### src/rtl/rx_control.sv
// -----------------------------------------------------------------------------
// rx_control
//   Receive control unit for the serial receiver. Synchronizes the raw serial
//   line, detects the start-bit falling edge, qualifies it at mid-bit, runs the
//   external bit timer for the data bits, then checks the stop bit and either
//   loads the RX buffer or flags a framing error.
//
// Ports
//   clk           in   system clock, rising edge
//   rst           in   asynchronous, active-high reset
//   serial_in     in   raw serial line (idle high), asynchronous to clk
//   packet_done   in   bit timer level: 9 shift strobes have occurred
//   stop_bit      in   stop-bit value captured by the receive shift register
//   enable_timer  out  high only while receiving; low clears the bit timer
//   load_buffer   out  one-cycle pulse: move received byte into RX buffer
//   framing_error out  sticky error flag for the last packet
//   false_start   out  one-cycle pulse: start edge failed mid-bit check
//   rx_busy       out  high whenever the controller is not idle
// -----------------------------------------------------------------------------
module rx_control #(
  parameter int HALF_BIT = 5,  // clocks from start edge to mid-bit resample
  parameter int CNT_W    = 3   // must hold HALF_BIT-1
) (
  input  logic clk,
  input  logic rst,
  input  logic serial_in,
  input  logic packet_done,
  input  logic stop_bit,
  output logic enable_timer,
  output logic load_buffer,
  output logic framing_error,
  output logic false_start,
  output logic rx_busy
);

  typedef enum logic [2:0] {
    S_IDLE,
    S_START_QUAL,
    S_RECV,
    S_STOP_CHK,
    S_LOAD,
    S_FRAME_ERR
  } state_t;

  localparam logic [CNT_W-1:0] LP_QUAL_LAST = CNT_W'(HALF_BIT - 1);

  state_t           r_state;
  logic [CNT_W-1:0] r_cnt;
  logic             r_s1;
  logic             r_s2;
  logic             r_s3;
  logic             r_enable_timer;
  logic             r_load_buffer;
  logic             r_framing_error;
  logic             r_false_start;
  logic             r_rx_busy;
  logic             w_start_edge;

  // Falling edge of the synchronized line; r_s3 is r_s2 one clock earlier.
  assign w_start_edge = r_s3 & ~r_s2;

  // Two-flop synchronizer plus an edge-history flop. Idle line is high, so
  // all three reset to 1 to avoid a phantom start edge after reset.
  // NOTE: sequential state uses non-blocking assignments so every flop
  // samples the pre-edge value of its neighbours, forming a true shift chain.
  always_ff @(posedge clk or posedge rst) begin
    if (rst) begin
      r_s1 <= 1'b1;
      r_s2 <= 1'b1;
      r_s3 <= 1'b1;
    end else begin
      r_s1 <= serial_in;
      r_s2 <= r_s1;
      r_s3 <= r_s2;
    end
  end

  // Control FSM. Outputs are registered and updated on the same edge as the
  // state they belong to, so each output is a clean flop tied to its state.
  always_ff @(posedge clk or posedge rst) begin
    if (rst) begin
      r_state         <= S_IDLE;
      r_cnt           <= '0;
      r_enable_timer  <= 1'b0;
      r_load_buffer   <= 1'b0;
      r_framing_error <= 1'b0;
      r_false_start   <= 1'b0;
      r_rx_busy       <= 1'b0;
    end else begin
      // Pulse outputs default low; only a transition raises them for a cycle.
      r_load_buffer <= 1'b0;
      r_false_start <= 1'b0;

      case (r_state)
        S_IDLE: begin
          if (w_start_edge) begin
            r_state   <= S_START_QUAL;
            r_cnt     <= '0;
            r_rx_busy <= 1'b1;
          end
        end

        S_START_QUAL: begin
          if (r_cnt != LP_QUAL_LAST) begin
            r_cnt <= r_cnt + CNT_W'(1);
          end else if (!r_s2) begin
            // Line still low at mid-bit: genuine start bit.
            r_state         <= S_RECV;
            r_enable_timer  <= 1'b1;
            r_framing_error <= 1'b0;
          end else begin
            r_state       <= S_IDLE;
            r_false_start <= 1'b1;
            r_rx_busy     <= 1'b0;
          end
        end

        S_RECV: begin
          if (packet_done) begin
            // Dropping enable_timer also clears the bit timer.
            r_state        <= S_STOP_CHK;
            r_enable_timer <= 1'b0;
          end
        end

        S_STOP_CHK: begin
          if (stop_bit) begin
            r_state       <= S_LOAD;
            r_load_buffer <= 1'b1;
          end else begin
            r_state <= S_FRAME_ERR;
          end
        end

        S_LOAD: begin
          r_state   <= S_IDLE;
          r_rx_busy <= 1'b0;
        end

        S_FRAME_ERR: begin
          r_state         <= S_IDLE;
          r_framing_error <= 1'b1;
          r_rx_busy       <= 1'b0;
        end

        default: begin
          r_state        <= S_IDLE;
          r_enable_timer <= 1'b0;
          r_rx_busy      <= 1'b0;
        end
      endcase
    end
  end

  assign enable_timer  = r_enable_timer;
  assign load_buffer   = r_load_buffer;
  assign framing_error = r_framing_error;
  assign false_start   = r_false_start;
  assign rx_busy       = r_rx_busy;

endmodule

### config.mk
export PLATFORM = sky130hd
export DESIGN_NAME = rx_control
export DESIGN_NICKNAME = d
export VERILOG_FILES = /design/src/rtl/rx_control.sv
export SDC_FILE = /design/constraint.sdc
export NUM_CORES = 1
export LEC_CHECK = 0
export ABC_CLOCK_PERIOD_IN_PS = 2160
export CORE_MARGIN = 5
export CORE_UTILIZATION = 49
export CTS_CLUSTER_SIZE = 10
export DETAILED_ROUTE_END_ITERATION = 12
export PLACE_DENSITY_LB_ADDON = 0.2
export SYNTH_ARGS = -nofsm -noshare
export SYNTH_HDL_FRONTEND = slang
export SYNTH_SLANG_ARGS = --single-unit
### constraint.sdc
create_clock -name clk -period 2.16 [get_ports clk]
set_input_delay 0.216 -clock clk [delete_from_list [all_inputs] [get_ports clk]]
set_output_delay 0.216 -clock clk [all_outputs]
set_load 0.02 [all_outputs]
==> metrics.csv <==
stage,metric,value,unit
status,status,finished clean,
clock_tree,Clock Pin Slew Worst Setup and Hold Paths,0.08,ns
pwr,worst vdd ir,0.770,mV
detailed_routing,Total Wirelength,1090,um
detailed_routing,Residual DRC,0,
clock_tree,Longest Clk Path Bufs,2,
synth,largest family of logic cells by synthesized area,compound AO/OA/AOI/OAI gates,
clock_tree,CTS-repair resized insts,0,
setup_path,type of origin of the critical path,flop,
global_route,wire length of the first global-routing pass,1870,um
clock_tree,CTS tree,built,
synth,Synth Area in XOR/XNOR,0,%
setup_path,worst setup path start,r_cnt[0],
setup_path,CP max-delay cell,a2111oi_4,
cells_and_area,"most common cell after layout, fill and taps aside",dfrtp_1,
sta,slew margin rel.,65.7,%
die,die area,2120,um2
die,Core Area,1270,um2
setup_path,"Cell Chain, Critical Path",inv_1 > ha_1 > a2111oi_4 > nor2_1 > mux2_4,
pwr,Pint,676,uW
setup_path,worst r2r dst,r_cnt[0],
synth,Post-synth EDFFs,0,
global_route,global routing usage on met1,16.4,%
synth,Synth Cell Area,638,um2
sta,final setup violating endpoints,0,
cells_and_area,fill cell count,108,
setup_path,critical path required time,2.33,ns
global_route,vias in the first global route,436,
worst_hold_path,hold crit path type,in2async,
die,FP Rows,13,
synth,Synth Flop Type,dfrtp_1,
placed_design,DPL Wire Length,777,um
synth,mux cell area share after synthesis,3.92,%
clock_tree,"Setup Fix Bufs, Post-CTS",0,
synth,"Avg Cell Area, Syn",11.6,um2
clock_tree,Post-CTS Hold Buffers,0,
sta,final hold vios,0,
setup_path,CP Max Fanout,6,
global_route,GR Util met2,18.7,%
pwr,Pwr Density,1380,nW/um2
cells_and_area,n_diodes,0,
placed_design,Routability Congestion,0.815,
synth,synth warn,0,
global_route,Total GRT Usage,12.9,%
cells_and_area,share of post-route cells with drive strength above 1,15.4,%
synth,post-synth top area cell,dfrtp_1,
sta,Clock Skew,0.00233,ns
clock_tree,Root Driver,clkbuf_4,
detailed_routing,Initial DRC Count,5,
setup_path,Critical Path AT,1.87,ns
setup_path,R2R Setup Slk,0.46,ns
synth,syn_nets,62,
die,initial core utilization,50.3,%
synth,synth top area cells,"dfrtp_1, dfstp_2, a2111oi_4, ha_1, o21ai_0",
synth,Async SR Flop Fraction,100,%
pwr,Comb power frac,39.9,%
detailed_routing,Avg WL per Cell,13.6,um
global_route,busiest grt layer,met2,
die,IO Pins,10,
placed_design,Port Buffers,9,
detailed_routing,post-route ant nets,0,
sta,Tmin final,1.70,ns
setup_path,crit-path max cell delay,0.50,ns
sta,post-route setup TNS,0,ns
clock_tree,clock sink total,14,
sta,Fmax achieved,0.588,GHz
synth,Compound-Gate Fraction of Synth Area,16.3,%
cells_and_area,Synth-to-Final Area Change,19.8,%
synth,Adder-Cell Fraction of Synth Area,3.92,%
global_route,grt met3 use,2.73,%
clock_tree,CTS Buf Count,3,
setup_path,CP Capture Type,flop,
detailed_routing,via/cell ratio,5.38,
global_route,largest net degree at the start of global routing,15,
setup_path,worst r2r path cells,5,
sta,RSZ-0062 raised after global routing,false,
flow_run,max-cap violation count,0,
cells_and_area,fin util,60.3,%
setup_path,Setup CP Type,reg2reg,
sta,Final Max Tran Viols,0,
sta,Worst-Margin Slew,0.514,ns
setup_path,worst reg2reg startpoint,r_cnt[0],
synth,Post-Synth Simple-Gate Area,14.1,%
setup_path,Worst Setup EP,r_cnt[0],
cells_and_area,area of the multi-input gates,244,um2
cells_and_area,Nets,73,
pwr,Switching Share,36.2,%
die,chip width,46.1,um
cells_and_area,"commonest non-fill, non-tap cells in the layout","dfrtp_1, clkdlybuf4s50_1, inv_1, o21ai_0",
cells_and_area,FF/Latch Area,354,um2
pwr,Psw,383,uW
synth,"Seq/Total Area, Yosys",55.5,%
detailed_routing,Initial DRT Pass Iterations,4,
global_route,GR Overflow Total,0,
synth,synthesized instance count,55,
synth,#FFs+latches synth,14,
pwr,clock power share,17.6,%
clock_tree,H-tree depth,1,
pwr,part of the power in registers,42.5,%
die,die height,46.1,um
synth,Synth cell types,27,
clock_tree,latest clock arrival within the worst-skew pair,0.28,ns
pwr,leakage power,0.000332,uW
sta,crit share post-route,78.7,%
synth,area share of the largest cell type after synthesis,43.1,%
detailed_routing,via count,430,
global_route,initial antenna violation count,0,
state kept, by name, summed over array words and instances (netlist names):
signal         cells
false_start        1
r_s2               1
framing_error      1
r_s1               1
r_s3               1
rx_busy            1
load_buffer        1
r_cnt              3
enable_timer       1
r_state            3
worst max-delay path, delay by kind of cell (launching register included):
family                   cells  cell delay [ns]
AND/OR/NAND/NOR              1             0.12
AO/OA/AOI/OAI                1             0.50
buffers and inverters        1             0.06
flip-flops                   1             0.40
adder cells (fa/ha/maj)      1             0.24
multiplexers                 1             0.27
per-stage QoR:
stage	worst slack [ns]	std cells	hold WS [ns]	power, uW	instance area [um2]
global route	0.390	80	0.302	1130	764
global placement	0.571	76	0.346	866	728
finish	0.460	80	0.257	1060	764
detailed placement	0.475	76	0.347	877	728
CTS	0.456	80	0.275	1070	764
floorplan	0.624	55	0.103	768	638
cells in the mapped netlist, drive strengths merged, types with 2 or more instances:
cell,n
a21oi,3
nor2,2
nand2,3
ha,2
dfrtp,11
inv,5
o21ai,4
nor4b,2
dfstp,3
nand2b,3
clkbuf,2
power groups by stage:
| stage | Clock (uW) | Sequential (uW) | Combinational (uW) |
|---|---|---|---|
| 4_1_cts | 192 | 449 | 427 |
| 6_report | 186 | 450 | 423 |
| 5_1_grt | 203 | 466 | 465 |
| 3_3_place_gp | 0 | 452 | 414 |
| 2_1_floorplan | 0 | 444 | 324 |
| 3_5_place_dp | 0 | 453 | 425 |
per-layer routing:
layer	vias to the layer above	wire length (um)
met4	0	36
met3	5	69
li1	211	-
met1	203	501
met2	11	478
met5	-	0
worst min-delay path by stage:
stage	start	end	slack [ns]	cells after the start
after floorplan	rst	enable_timer	0.10	1
after global placement	r_s1	r_s2	0.35	0
after detailed placement	r_s1	r_s2	0.35	0
after CTS	rst	r_cnt[2]	0.27	2
after global routing	rst	r_cnt[2]	0.30	2
final	rst	r_cnt[2]	0.26	2
cells by family after synthesis:
kind of cell | count (synthesis)
simple gates | 16
flops | 14
compound gates | 13
buf+inv | 8
mux | 2
fa+ha+maj | 2
cell type report:
type                            count  area share, %
Tap cell                           15           2.45
Clock buffer                        4           4.75
Timing Repair Buffer                9           11.8
Inverter                            5           2.78
Sequential cell                    14           46.3
Multi-Input combinational cell     33           31.9
(Power assumes the default switching activity.)
